### src/rtl/mem_port_arbiter_if.sv
// Signal bundle between the fetch requester, the load/store requester, the arbiter and the shared memory.
// The slave modport is the arbiter's view; master is the combined datapath-and-memory view.
interface mem_port_arbiter_if #(
    parameter int AW = 32,
    parameter int DW = 32
);
    logic          i_req;
    logic [AW-1:0] i_addr;
    logic [DW-1:0] i_rdata;
    logic          i_done;
    logic          i_stall;

    logic          d_req;
    logic          d_we;
    logic [AW-1:0] d_addr;
    logic [DW-1:0] d_wdata;
    logic [DW-1:0] d_rdata;
    logic          d_done;
    logic          d_stall;

    logic          mem_valid;
    logic          mem_we;
    logic [AW-1:0] mem_addr;
    logic [DW-1:0] mem_wdata;
    logic [DW-1:0] mem_rdata;
    logic          mem_ready;

    modport slave (
        input  i_req, i_addr,
        output i_rdata, i_done, i_stall,
        input  d_req, d_we, d_addr, d_wdata,
        output d_rdata, d_done, d_stall,
        output mem_valid, mem_we, mem_addr, mem_wdata,
        input  mem_rdata, mem_ready
    );

    modport master (
        output i_req, i_addr,
        input  i_rdata, i_done, i_stall,
        output d_req, d_we, d_addr, d_wdata,
        input  d_rdata, d_done, d_stall,
        input  mem_valid, mem_we, mem_addr, mem_wdata,
        output mem_rdata, mem_ready
    );
endinterface

### src/rtl/mem_port_arbiter.sv
// Shares one memory port between instruction fetch and load/store, one transaction at a time.
// Data wins contention; a saturating starvation counter forces a fetch after STARVE_MAX data wins.
module mem_port_arbiter #(
    parameter int AW         = 32,
    parameter int DW         = 32,
    parameter int STARVE_MAX = 4
) (
    input  logic               clk,
    input  logic               reset,
    mem_port_arbiter_if.slave  bus
);
    localparam int CW = $clog2(STARVE_MAX + 1);
    localparam logic [CW-1:0] STARVE_LIMIT = CW'(STARVE_MAX);

    typedef enum logic [1:0] {
        IDLE   = 2'd0,
        BUSY_I = 2'd1,
        BUSY_D = 2'd2,
        RESP   = 2'd3
    } state_e;

    state_e        state_q, state_d;
    logic          mem_valid_q, mem_valid_d;
    logic          mem_we_q, mem_we_d;
    logic [AW-1:0] mem_addr_q, mem_addr_d;
    logic [DW-1:0] mem_wdata_q, mem_wdata_d;
    logic [DW-1:0] i_rdata_q, i_rdata_d;
    logic [DW-1:0] d_rdata_q, d_rdata_d;
    logic          served_d_q, served_d_d;
    logic [CW-1:0] starve_cnt_q, starve_cnt_d;

    logic grant_i;
    logic grant_d;
    logic mem_done;

    // NOTE: sequential state uses non-blocking assignments only, so every register
    // samples the values from before the edge regardless of statement order.
    always_ff @(posedge clk or posedge reset) begin
        if (reset) begin
            state_q      <= IDLE;
            mem_valid_q  <= 1'b0;
            mem_we_q     <= 1'b0;
            mem_addr_q   <= '0;
            mem_wdata_q  <= '0;
            i_rdata_q    <= '0;
            d_rdata_q    <= '0;
            served_d_q   <= 1'b0;
            starve_cnt_q <= '0;
        end else begin
            state_q      <= state_d;
            mem_valid_q  <= mem_valid_d;
            mem_we_q     <= mem_we_d;
            mem_addr_q   <= mem_addr_d;
            mem_wdata_q  <= mem_wdata_d;
            i_rdata_q    <= i_rdata_d;
            d_rdata_q    <= d_rdata_d;
            served_d_q   <= served_d_d;
            starve_cnt_q <= starve_cnt_d;
        end
    end

    // Arbitration happens only in IDLE; RESP ignores requests entirely.
    always_comb begin
        // NOTE: every signal gets a default before the case so no path leaves it
        // unassigned, which would otherwise infer a latch.
        state_d = state_q;
        grant_i = 1'b0;
        grant_d = 1'b0;
        unique case (state_q)
            IDLE: begin
                if (bus.d_req && !(bus.i_req && starve_cnt_q == STARVE_LIMIT)) begin
                    grant_d = 1'b1;
                    state_d = BUSY_D;
                end else if (bus.i_req) begin
                    grant_i = 1'b1;
                    state_d = BUSY_I;
                end
            end
            BUSY_I, BUSY_D: begin
                if (bus.mem_ready) state_d = RESP;
            end
            RESP:    state_d = IDLE;
            default: state_d = IDLE;
        endcase
    end

    assign mem_done = bus.mem_ready && (state_q == BUSY_I || state_q == BUSY_D);

    always_comb begin
        mem_valid_d  = mem_valid_q;
        mem_we_d     = mem_we_q;
        mem_addr_d   = mem_addr_q;
        mem_wdata_d  = mem_wdata_q;
        i_rdata_d    = i_rdata_q;
        d_rdata_d    = d_rdata_q;
        served_d_d   = served_d_q;
        starve_cnt_d = starve_cnt_q;

        if (grant_i || grant_d) begin
            mem_valid_d = 1'b1;
            mem_we_d    = grant_d && bus.d_we;
            mem_addr_d  = grant_d ? bus.d_addr : bus.i_addr;
            mem_wdata_d = grant_d ? bus.d_wdata : '0;
        end

        // Only a data win over a waiting fetch counts toward starvation.
        if (grant_i) begin
            starve_cnt_d = '0;
        end else if (grant_d) begin
            if (!bus.i_req)                       starve_cnt_d = '0;
            else if (starve_cnt_q != STARVE_LIMIT) starve_cnt_d = starve_cnt_q + CW'(1);
        end

        if (mem_done) begin
            mem_valid_d = 1'b0;
            served_d_d  = (state_q == BUSY_D);
            if (state_q == BUSY_I)            i_rdata_d = bus.mem_rdata;
            if (state_q == BUSY_D && !mem_we_q) d_rdata_d = bus.mem_rdata;
        end
    end

    assign bus.i_done    = (state_q == RESP) && !served_d_q;
    assign bus.d_done    = (state_q == RESP) &&  served_d_q;
    assign bus.i_stall   = bus.i_req && !bus.i_done;
    assign bus.d_stall   = bus.d_req && !bus.d_done;
    assign bus.i_rdata   = i_rdata_q;
    assign bus.d_rdata   = d_rdata_q;
    assign bus.mem_valid = mem_valid_q;
    assign bus.mem_we    = mem_we_q;
    assign bus.mem_addr  = mem_addr_q;
    assign bus.mem_wdata = mem_wdata_q;
endmodule

### src/flat_wrapper.sv
// flat-port wrapper written by rule: the top's interface ports become plain ports
module mem_port_arbiter_flat 
#(
    parameter int AW         = 32,
    parameter int DW         = 32,
    parameter int STARVE_MAX = 4
)
  (clk, reset, bus_i_req, bus_i_addr, bus_i_rdata, bus_i_done, bus_i_stall, bus_d_req, bus_d_we, bus_d_addr, bus_d_wdata, bus_d_rdata, bus_d_done, bus_d_stall, bus_mem_valid, bus_mem_we, bus_mem_addr, bus_mem_wdata, bus_mem_rdata, bus_mem_ready);
  mem_port_arbiter_if #(.AW(AW), .DW(DW)) bus_i ();
  input  logic clk;
  input  logic reset;
  input wire logic [$bits(bus_i.i_req)-1:0] bus_i_req;
  input wire logic [$bits(bus_i.i_addr)-1:0] bus_i_addr;
  output wire logic [$bits(bus_i.i_rdata)-1:0] bus_i_rdata;
  output wire logic [$bits(bus_i.i_done)-1:0] bus_i_done;
  output wire logic [$bits(bus_i.i_stall)-1:0] bus_i_stall;
  input wire logic [$bits(bus_i.d_req)-1:0] bus_d_req;
  input wire logic [$bits(bus_i.d_we)-1:0] bus_d_we;
  input wire logic [$bits(bus_i.d_addr)-1:0] bus_d_addr;
  input wire logic [$bits(bus_i.d_wdata)-1:0] bus_d_wdata;
  output wire logic [$bits(bus_i.d_rdata)-1:0] bus_d_rdata;
  output wire logic [$bits(bus_i.d_done)-1:0] bus_d_done;
  output wire logic [$bits(bus_i.d_stall)-1:0] bus_d_stall;
  output wire logic [$bits(bus_i.mem_valid)-1:0] bus_mem_valid;
  output wire logic [$bits(bus_i.mem_we)-1:0] bus_mem_we;
  output wire logic [$bits(bus_i.mem_addr)-1:0] bus_mem_addr;
  output wire logic [$bits(bus_i.mem_wdata)-1:0] bus_mem_wdata;
  input wire logic [$bits(bus_i.mem_rdata)-1:0] bus_mem_rdata;
  input wire logic [$bits(bus_i.mem_ready)-1:0] bus_mem_ready;
  assign bus_i.i_req = bus_i_req;
  assign bus_i.i_addr = bus_i_addr;
  assign bus_i_rdata = bus_i.i_rdata;
  assign bus_i_done = bus_i.i_done;
  assign bus_i_stall = bus_i.i_stall;
  assign bus_i.d_req = bus_d_req;
  assign bus_i.d_we = bus_d_we;
  assign bus_i.d_addr = bus_d_addr;
  assign bus_i.d_wdata = bus_d_wdata;
  assign bus_d_rdata = bus_i.d_rdata;
  assign bus_d_done = bus_i.d_done;
  assign bus_d_stall = bus_i.d_stall;
  assign bus_mem_valid = bus_i.mem_valid;
  assign bus_mem_we = bus_i.mem_we;
  assign bus_mem_addr = bus_i.mem_addr;
  assign bus_mem_wdata = bus_i.mem_wdata;
  assign bus_i.mem_rdata = bus_mem_rdata;
  assign bus_i.mem_ready = bus_mem_ready;
  mem_port_arbiter #(.AW(AW), .DW(DW), .STARVE_MAX(STARVE_MAX)) u_core (.clk(clk), .reset(reset), .bus(bus_i));
endmodule
### config.mk
export PLATFORM = sky130hd
export DESIGN_NAME = mem_port_arbiter_flat
export DESIGN_NICKNAME = d
export VERILOG_FILES = /design/src/rtl/mem_port_arbiter_if.sv /design/src/rtl/mem_port_arbiter.sv /design/src/flat_wrapper.sv
export SDC_FILE = /design/constraint.sdc
export NUM_CORES = 1
export LEC_CHECK = 0
export BUFFER_PORTS_ARGS = -buffer_cell sky130_fd_sc_hd__buf_2
export CORE_ASPECT_RATIO = 0.75
export CORE_MARGIN = 1.5
export CORE_UTILIZATION = 30
export DETAILED_ROUTE_END_ITERATION = 8
export GPL_ROUTABILITY_DRIVEN = 0
export PLACE_DENSITY = 0.64
export SLEW_MARGIN = 20
export SYNTH_ARGS = -nofsm -noshare
export SYNTH_HDL_FRONTEND = slang
export SYNTH_SLANG_ARGS = --single-unit
### constraint.sdc
create_clock -name clk -period 10.15 [get_ports clk]
set_input_delay 0.5075 -clock clk [delete_from_list [all_inputs] [get_ports clk]]
set_output_delay 0.5075 -clock clk [all_outputs]
set_load 0.005 [all_outputs]
# Yosys cells after proc, flatten, opt, wreduce, memory -nomap -nowiden
# Cells that the tools add are included.
# W data, S select, Z words.
[totals]
elab_cells = 59
inputBits = 134
register_bits = 136
output_inout_bits = 134
[op_classes]
eq_ne = 8
reduce_logical = 24
addsub = 1
n_mux = 17
[op_table]
columns = ["cell", "count"]
rows = [
  ["$mux W32", 2],
  ["$mux W3", 4],
  ["$logic_and A1 B1 Y1", 9],
  ["$reduce_and A2 Y1", 4],
  ["$mux W1", 7],
  ["$mux W2", 3],
  ["$pmux W2 S3", 1],
  ["$logic_not A1 Y1", 5],
  ["$eq A2 B2 Y1 const B", 2],
  ["$reduce_bool A2 Y1", 2],
  ["$add A3 B1 Y3 const B", 1],
  ["$eq A3 B3 Y1 const B", 1],
  ["$ne A3 B1 Y1 const B", 1],
  ["$ne A3 B2 Y1 const B", 1],
  ["$ne A3 B3 Y1 const B", 1],
  ["$eq A2 B1 Y1 const B", 1],
  ["$logic_not A2 Y1", 1],
  ["$logic_or A1 B1 Y1", 2],
  ["$ne A2 B2 Y1 const B", 1],
  ["$reduce_or A2 Y1", 1],
]

# Depth between registers and ports, before layout
# Gate-level depths: netlist of the first run.
[logic_depth]
ltp_word = 9
mapped_depth = 7

# Worst setup path before layout of the first run
# Ideal clock, no wire load.
[synth_timing]
path_type = "register to register"
start = "register u_core.state_q[0]"
end = "register u_core.d_rdata_q[0] (netlist: u_core.bus.d_rdata[0])"
stages_incl_launch_ff = 6
path_slack_ns = 8.505
setup_time_ns = 0.128
path_buffers = 1
arrival_ns = 1.517
synth_period_minus_slack_ns = 1.645
path_cell_list = "dfrtp_1 > inv_1 > ha_1 > nand4b_1 > buf_2 > mux2_1"
[synth_via]
elab_chain_len = 4
elab_cells_between_ends = 6
cone_classes = "eq/ne: 2; reduce/logical: 4"
[synth_lines]
columns = ["item", "line", "text"]
rows = [
  ["start, declared", "mem_port_arbiter.sv:22", "state_e state_q, state_d;"],
  ["start signal, assigned", "mem_port_arbiter.sv:50", "state_q <= state_d;"],
  ["$eq A2 B1 Y1 / $eq A2 B2 Y1 (equally long branches)", "mem_port_arbiter.sv:87, mem_port_arbiter.sv:118", ""],
  ["$logic_or A1 B1 Y1", "mem_port_arbiter.sv:87", "assign mem_done = bus.mem_ready && (state_q == BUSY_I || state_q == BUSY_D);"],
  ["$logic_and A1 B1 Y1", "mem_port_arbiter.sv:87", ""],
  ["$reduce_and A2 Y1 (no source line) *", "n/a", ""],
  ["end signal, assigned", "mem_port_arbiter.sv:56", "d_rdata_q <= d_rdata_d;"],
  ["end, declared", "mem_port_arbiter.sv:28", "logic [DW-1:0] d_rdata_q, d_rdata_d;"],
]
# Every way passes the cells marked *; elsewhere a longest branch is shown, timed or not.
# A chain may end at the register's enable or synchronous reset.

# Worst setup path after layout of the first run
[layout_timing]
start = "register u_core.state_q[0]"
end = "register u_core.mem_addr_q[14] (netlist: u_core.bus.mem_addr[14])"
[layout_via]
elab_chain_len = 3
elab_cells_between_ends = 5
cone_classes = "mux: 3; reduce/logical: 2"
[layout_lines]
columns = ["item", "line", "text"]
rows = [
  ["$logic_not A2 Y1 *", "mem_port_arbiter.sv:69", "unique case (state_q)"],
  ["$mux W1", "mem_port_arbiter.sv:69", ""],
  ["$mux W32 / $logic_or A1 B1 Y1 (equally long branches)", "mem_port_arbiter.sv:102, mem_port_arbiter.sv:99", ""],
  ["end signal, assigned", "mem_port_arbiter.sv:53", "mem_addr_q <= mem_addr_d;"],
  ["end, declared", "mem_port_arbiter.sv:25", "logic [AW-1:0] mem_addr_q, mem_addr_d;"],
]
# Marked as above.

==> results.cfg, run 1 <==
[critical_path]
r2r_cells = 6
worstSetupPathType = reg2reg
reg2reg_slack_ns = 8.10
cp-start-kind = flop
crit_required_ns = 10.44
crit_fanout = 42
worst_setup_path_end_kind = flop
timing.rr.end = u_core.bus.mem_addr[14]
worstSetupStartpoint = u_core.state_q[0]
r2r_start = u_core.state_q[0]
cp.arrival_ns = 2.34
endpoint = u_core.bus.mem_addr[14]

[logic_synthesis]
yosysWarnings = 0
synth_top_area_share_pct = 62.5
yosysMostFrequentCell = dfrtp_1
async_flop_share_pct = 100
syn_area_per_cell_um2 = 14.9
synth_flop_cell = dfrtp_1
syn_inst = 366
synth-edff-count = 0
synthTopCellsByCount = dfrtp_1, mux2_1, a22o_1, nand2b_1, mux2_2
synth_cell_type_count = 32
synth_area_um2 = 5450
ys_top_cells_by_area = dfrtp_1, mux2_1, a22o_1
synth_fp_nets = 507
yosysSeqAreaShare_pct = 62.5
ys_seq_elements = 136
synth_largest_area_cell = dfrtp_1

[detailed_routing]
num_vias = 4104
drt_iter0_drc = 162
post_drt_wl_per_cell_um = 15.4
wl_um = 13700
drcViolationCount = 0
via_per_inst = 4.62
dr.pass1.iters = 4
final_antenna_net_count = 0

[global_routing]
antenna_found_initial = 0
grt_start_max_net_pins = 74
grt_pass1_vias = 4255
grt_pass1_wl_um = 21300
overflow = 0
grtUsageTotal_pct = 14.7

[floorplanning]
num_rows = 42
dieWidth_um = 159
dieArea_um2 = 19000
core-area_um2 = 17700
die_h_um = 120
start_util_pct = 30.7
io_pins = 268

[clock_network]
clkLatencyLatePin_ns = 0.41
h-tree-depth = 4
cts_buffers = 17
cts_tree = done
cts.sinks = 136
clk_pin_slew_worst_paths_ns = 0.06
cts.path.max_buffers = 2
hold_buffers = 0
post_cts_resized = 0
cts_root_buf = clkbuf_16
cts_setup_buffers = 0

[final_layout]
syn2layout_area_growth_pct = 39.5
fin_nets = 774
num_antenna_cells = 0
drive_above_1_share_pct = 53.9

[placement]
place_hpwl_um = 9900
port-buffer-count = 267

[sta]
min_period_over_period_pct = 20.2
finClkSkew_ns = 0.00836
slew_viol_final = 0
setup_viol = 0
finalCriticalPeriod_ns = 2.05
finalSetupTns_ns = 0
grt_setup_unrepaired = false
hold_viol = 0
max-slew-margin-rel_pct = 38.6
max_clock_freq_mhz = 487
worstMarginPinSlew_ns = 0.921

[pwr]
leakagePower_uw = 0.00375
power_uw = 2400
powerDensity_nw_per_um2 = 316
ir_drop_v = 0.000108

[outcome]
outcome = complete, no violations

[hold_path]
hold_class = in2async

[run]
maxCapViolCount = 0
## area by class of cell
type / count / area [µm²]
fill: 1646 / 10100
sequential: 136 / 3400
multi-input combinational: 200 / 1880
timing repair buffer: 272 / 1370
clock buffer: 19 / 433
tap: 242 / 303
clock inverter: 13 / 170
inverter: 6 / 27.5
## logic make-up after synthesis
logic type                 share of synthesized area, %
xor gates and xnor gates                          0.161
DFF                                                62.5
and+or+nand+nor                                    5.42
muxes                                              13.6
buffers and inverters                              3.06
AOI/OAI and AO/OA                                  13.6
adders and majority gates                          1.61
## stage by stage
stage / area (µm²) / cells / hold WS [ns] / utilization [%] / setup WS [ns]
after global placement: 6990 / 856 / 0.468 / 39.5 / 7.98
after detailed placement: 6990 / 856 / 0.476 / 39.5 / 7.87
after global routing: 7590 / 888 / 0.187 / 42.9 / 7.92
after floorplan: 5450 / 366 / 0.484 / - / 6.00
after CTS: 7590 / 888 / 0.170 / 42.9 / 7.85
final: 7590 / 888 / 0.159 / 42.9 / 8.10
## sequential cells by signal (all words and copies together) (netlist names)
| signal | flops |
|---|---|
| u_core.bus.d_rdata | 32 |
| u_core.bus.mem_addr | 32 |
| u_core.bus.mem_we | 1 |
| u_core.state_q | 2 |
| u_core.bus.mem_wdata | 32 |
| u_core.starve_cnt_q | 3 |
| u_core.served_d_q | 1 |
| u_core.bus.i_rdata | 32 |
| u_core.bus.mem_valid | 1 |
## worst min path at each step
| stage | startpoint | to | slack, ns |
|---|---|---|---|
| 6_report | reset | u_core.bus.mem_addr[15] | 0.16 |
| 5_1_grt | reset | u_core.bus.mem_addr[10] | 0.19 |
| 4_1_cts | reset | u_core.bus.mem_addr[15] | 0.17 |
| 3_5_place_dp | u_core.bus.d_rdata[1] | u_core.bus.d_rdata[1] | 0.48 |
| 3_3_place_gp | u_core.bus.d_rdata[14] | u_core.bus.d_rdata[14] | 0.47 |
| 2_1_floorplan | u_core.starve_cnt_q[0] | u_core.starve_cnt_q[0] | 0.48 |
## placed cells by master (no fill, tap or decap), types with 4 or more instances in the layout
master,count
buf_2,267
dfrtp_1,136
mux2_1,44
a22o_1,33
nand2b_1,33
mux2_2,21
o221a_2,20
clkbuf_16,17
o221a_1,12
ha_1,7
nand2_1,5
inv_1,5
buf_4,5
nor2b_1,4
inv_6,4
## per-layer routing
metal | wire, µm | vias up | GRT usage, %
li1 | - | 1890 | -
met1 | 5630 | 2017 | 16.7
met2 | 6790 | 187 | 25.2
met3 | 1210 | 10 | 6.14
met4 | 90 | 0 | 3.56
met5 | 0 | - | 0
## power by group
group          switching, µW  leakage, µW  internal [µW]  total, µW
Clock                    233     0.000285            389        622
Sequential               134      0.00163            803        936
Combinational            373      0.00183            469        843
Total                    740      0.00375           1660       2400
## worst max-delay path, cell delays in order, from the launching register on
cell,delay [ns]
dfrtp_1,0.38
inv_1,0.10
ha_1,0.31
o21ai_4,0.31
buf_4,0.52
nand2b_1,0.13
o221a_1,0.14
(Power assumes the default switching activity.)
==> inputs of run 2 (changes only) <==
Clock period 10.15 ns to 2 ns, I/O delays scaled along.
==> run 2 against run 1 <==
Compared with the run above: sequential share of layout area down 7.2 points; clock skew increased by 0.0012 ns; count of clock-buffer cells in the layout shrank 1; combinational power increased to 5.5 times the previous value; first-iteration DRC count increased by 87%; highest routed layer unchanged; sequential power grew to 5.1 times the previous value; largest power group unchanged; clock power rose to 5.4 times the previous value; non-clock buffer count grew 135; register-to-register slack lost 7.9 ns; die area unchanged.
==> results.cfg, run 2 (synthesis gave the netlist of run 1 again) <==
[global_routing]
overflow = 0
use_met2_pct = 30.3
met1_usage_pct = 19.9
top_usage_layer = met2
grt_pass1_vias = 5075
grt_start_max_net_pins = 55
grt_pass1_wl_um = 25500
met3_usage_pct = 4.77
antenna_found_initial = 2
grtUsageTotal_pct = 17.5

[final_layout]
drive_above_1_share_pct = 45.3
multi_input_area_um2 = 1880
final_common_cell = buf_2
fillers = 1471
seq_area_um2 = 3400
layout_common_cells = buf_2, dfrtp_1, dlygate4sd3_1, mux2_1
fin_nets = 909
syn2layout_area_growth_pct = 66.0
final_cells = 1024

[run]
maxCapViolCount = 0

[detailed_routing]
dr.pass1.iters = 4
drt_iter0_drc = 303
via_per_inst = 4.70
final_antenna_net_count = 0
wl_um = 16700
num_vias = 4809
post_drt_wl_per_cell_um = 16.3
drcViolationCount = 0

[pwr]
leakagePower_uw = 0.00437
ir_drop_v = 0.000666
powerDensity_nw_per_um2 = 1420

[clock_network]
cts_tree = done
cts_root_buf = clkbuf_16
clkLatencyLatePin_ns = 0.41
h-tree-depth = 4
cts.sinks = 136
cts_buffers = 17
cts.path.max_buffers = 2
clk_pin_slew_worst_paths_ns = 0.06

[critical_path]
cp.arrival_ns = 2.06
crit_required_ns = 2.29
worstSetupPathType = reg2reg
worst_setup_path_end_kind = flop
cp-start-kind = flop
crit_fanout = 19

[floorplanning]
dieArea_um2 = 19000
num_rows = 42
dieWidth_um = 159
io_pins = 268
core-area_um2 = 17700
die_h_um = 120
start_util_pct = 30.7

[sta]
finalCriticalPeriod_ns = 1.77
max_clock_freq_mhz = 566
grt_setup_unrepaired = false
finClkSkew_ns = 0.00959
slew_viol_final = 0
finalSetupTns_ns = 0
worstMarginPinSlew_ns = 0.645
hold_viol = 0
min_period_over_period_pct = 88.3
max-slew-margin-rel_pct = 56.9
hold_ws_ns = 0.0480
setup_viol = 0

[placement]
port-buffer-count = 267
dp.cells = 861
place_hpwl_um = 10500

[outcome]
outcome = complete, no violations

[hold_path]
hold_class = in2reg
-- run 2: cell types whose count changed in the layout (fill, tap and decap cells not counted), moves of 2 or more --
cell	previous run	this run
clkbuf_1	2	0
diode_2	0	2
buf_12	0	6
dlygate4sd3_1	0	130
-- run 2: path summary, 6_finish.rpt --
path	start	to	slack, ns	depth (start not counted)
max in group asynchronous	reset	u_core.starve_cnt_q[1]	1.02	4
worst max register to register	u_core.state_q[0]	u_core.bus.mem_wdata[25]	0.23	5
worst min register to register	u_core.bus.d_rdata[15]	u_core.bus.d_rdata[15]	0.48	1
min in group asynchronous	reset	u_core.bus.d_rdata[14]	0.32	3
worst max-delay path	u_core.state_q[0]	u_core.bus.mem_wdata[25]	0.23	5
worst min-delay path	bus_i_req	u_core.starve_cnt_q[0]	0.05	3
-- run 2: layout make-up --
type | count | share of cell area (%)
Sequential cell | 136 | 37.6
Timing Repair Buffer | 407 | 30.8
Multi-Input combinational cell | 200 | 20.8
Clock buffer | 18 | 4.86
Tap cell | 242 | 3.35
Clock inverter | 13 | 2.13
Inverter | 6 | 0.291
Antenna cell | 2 | 0.0554
-- run 2: timing repair --
action	CTS	global route
hold buffers	130	0
hold endpoints to repair	151	0
gates resized for setup	0	0
setup buffers	0	0
-- run 2: through the flow --
| step | area (µm²) | utilization, % | worst slack, ns | power (µW) |
|---|---|---|---|---|
| after global routing | 9040 | 51.0 | 0.112 | 13600 |
| after floorplan | 5450 | - | 0.207 | 7190 |
| after detailed placement | 7100 | 40.1 | 0.236 | 9300 |
| after global placement | 7100 | 40.1 | 0.314 | 9080 |
| after CTS | 9030 | 51.0 | 0.214 | 12900 |
| final | 9040 | 51.0 | 0.234 | 12800 |
-- run 2: critical path, cell delays in order, from the launching register on --
cell,delay [ns]
dfrtp_1,0.41
inv_1,0.14
ha_1,0.33
o21ai_4,0.25
buf_4,0.26
a22o_1,0.25
-- run 2: metal layers --
layer / share of wire, % / vias to the layer above
met5: 0 / -
met4: 3.1 / 0
met3: 7.0 / 42
met2: 50 / 246
met1: 40 / 2350
li1: - / 2171
-- run 2: where the power goes --
part	switching, µW	internal (µW)	total, µW	leakage, µW
combinational	2030	2650	4670	0.00243
clock	1210	2130	3340	0.000309
sequential	734	4080	4810	0.00163
total	3970	8860	12800	0.00437
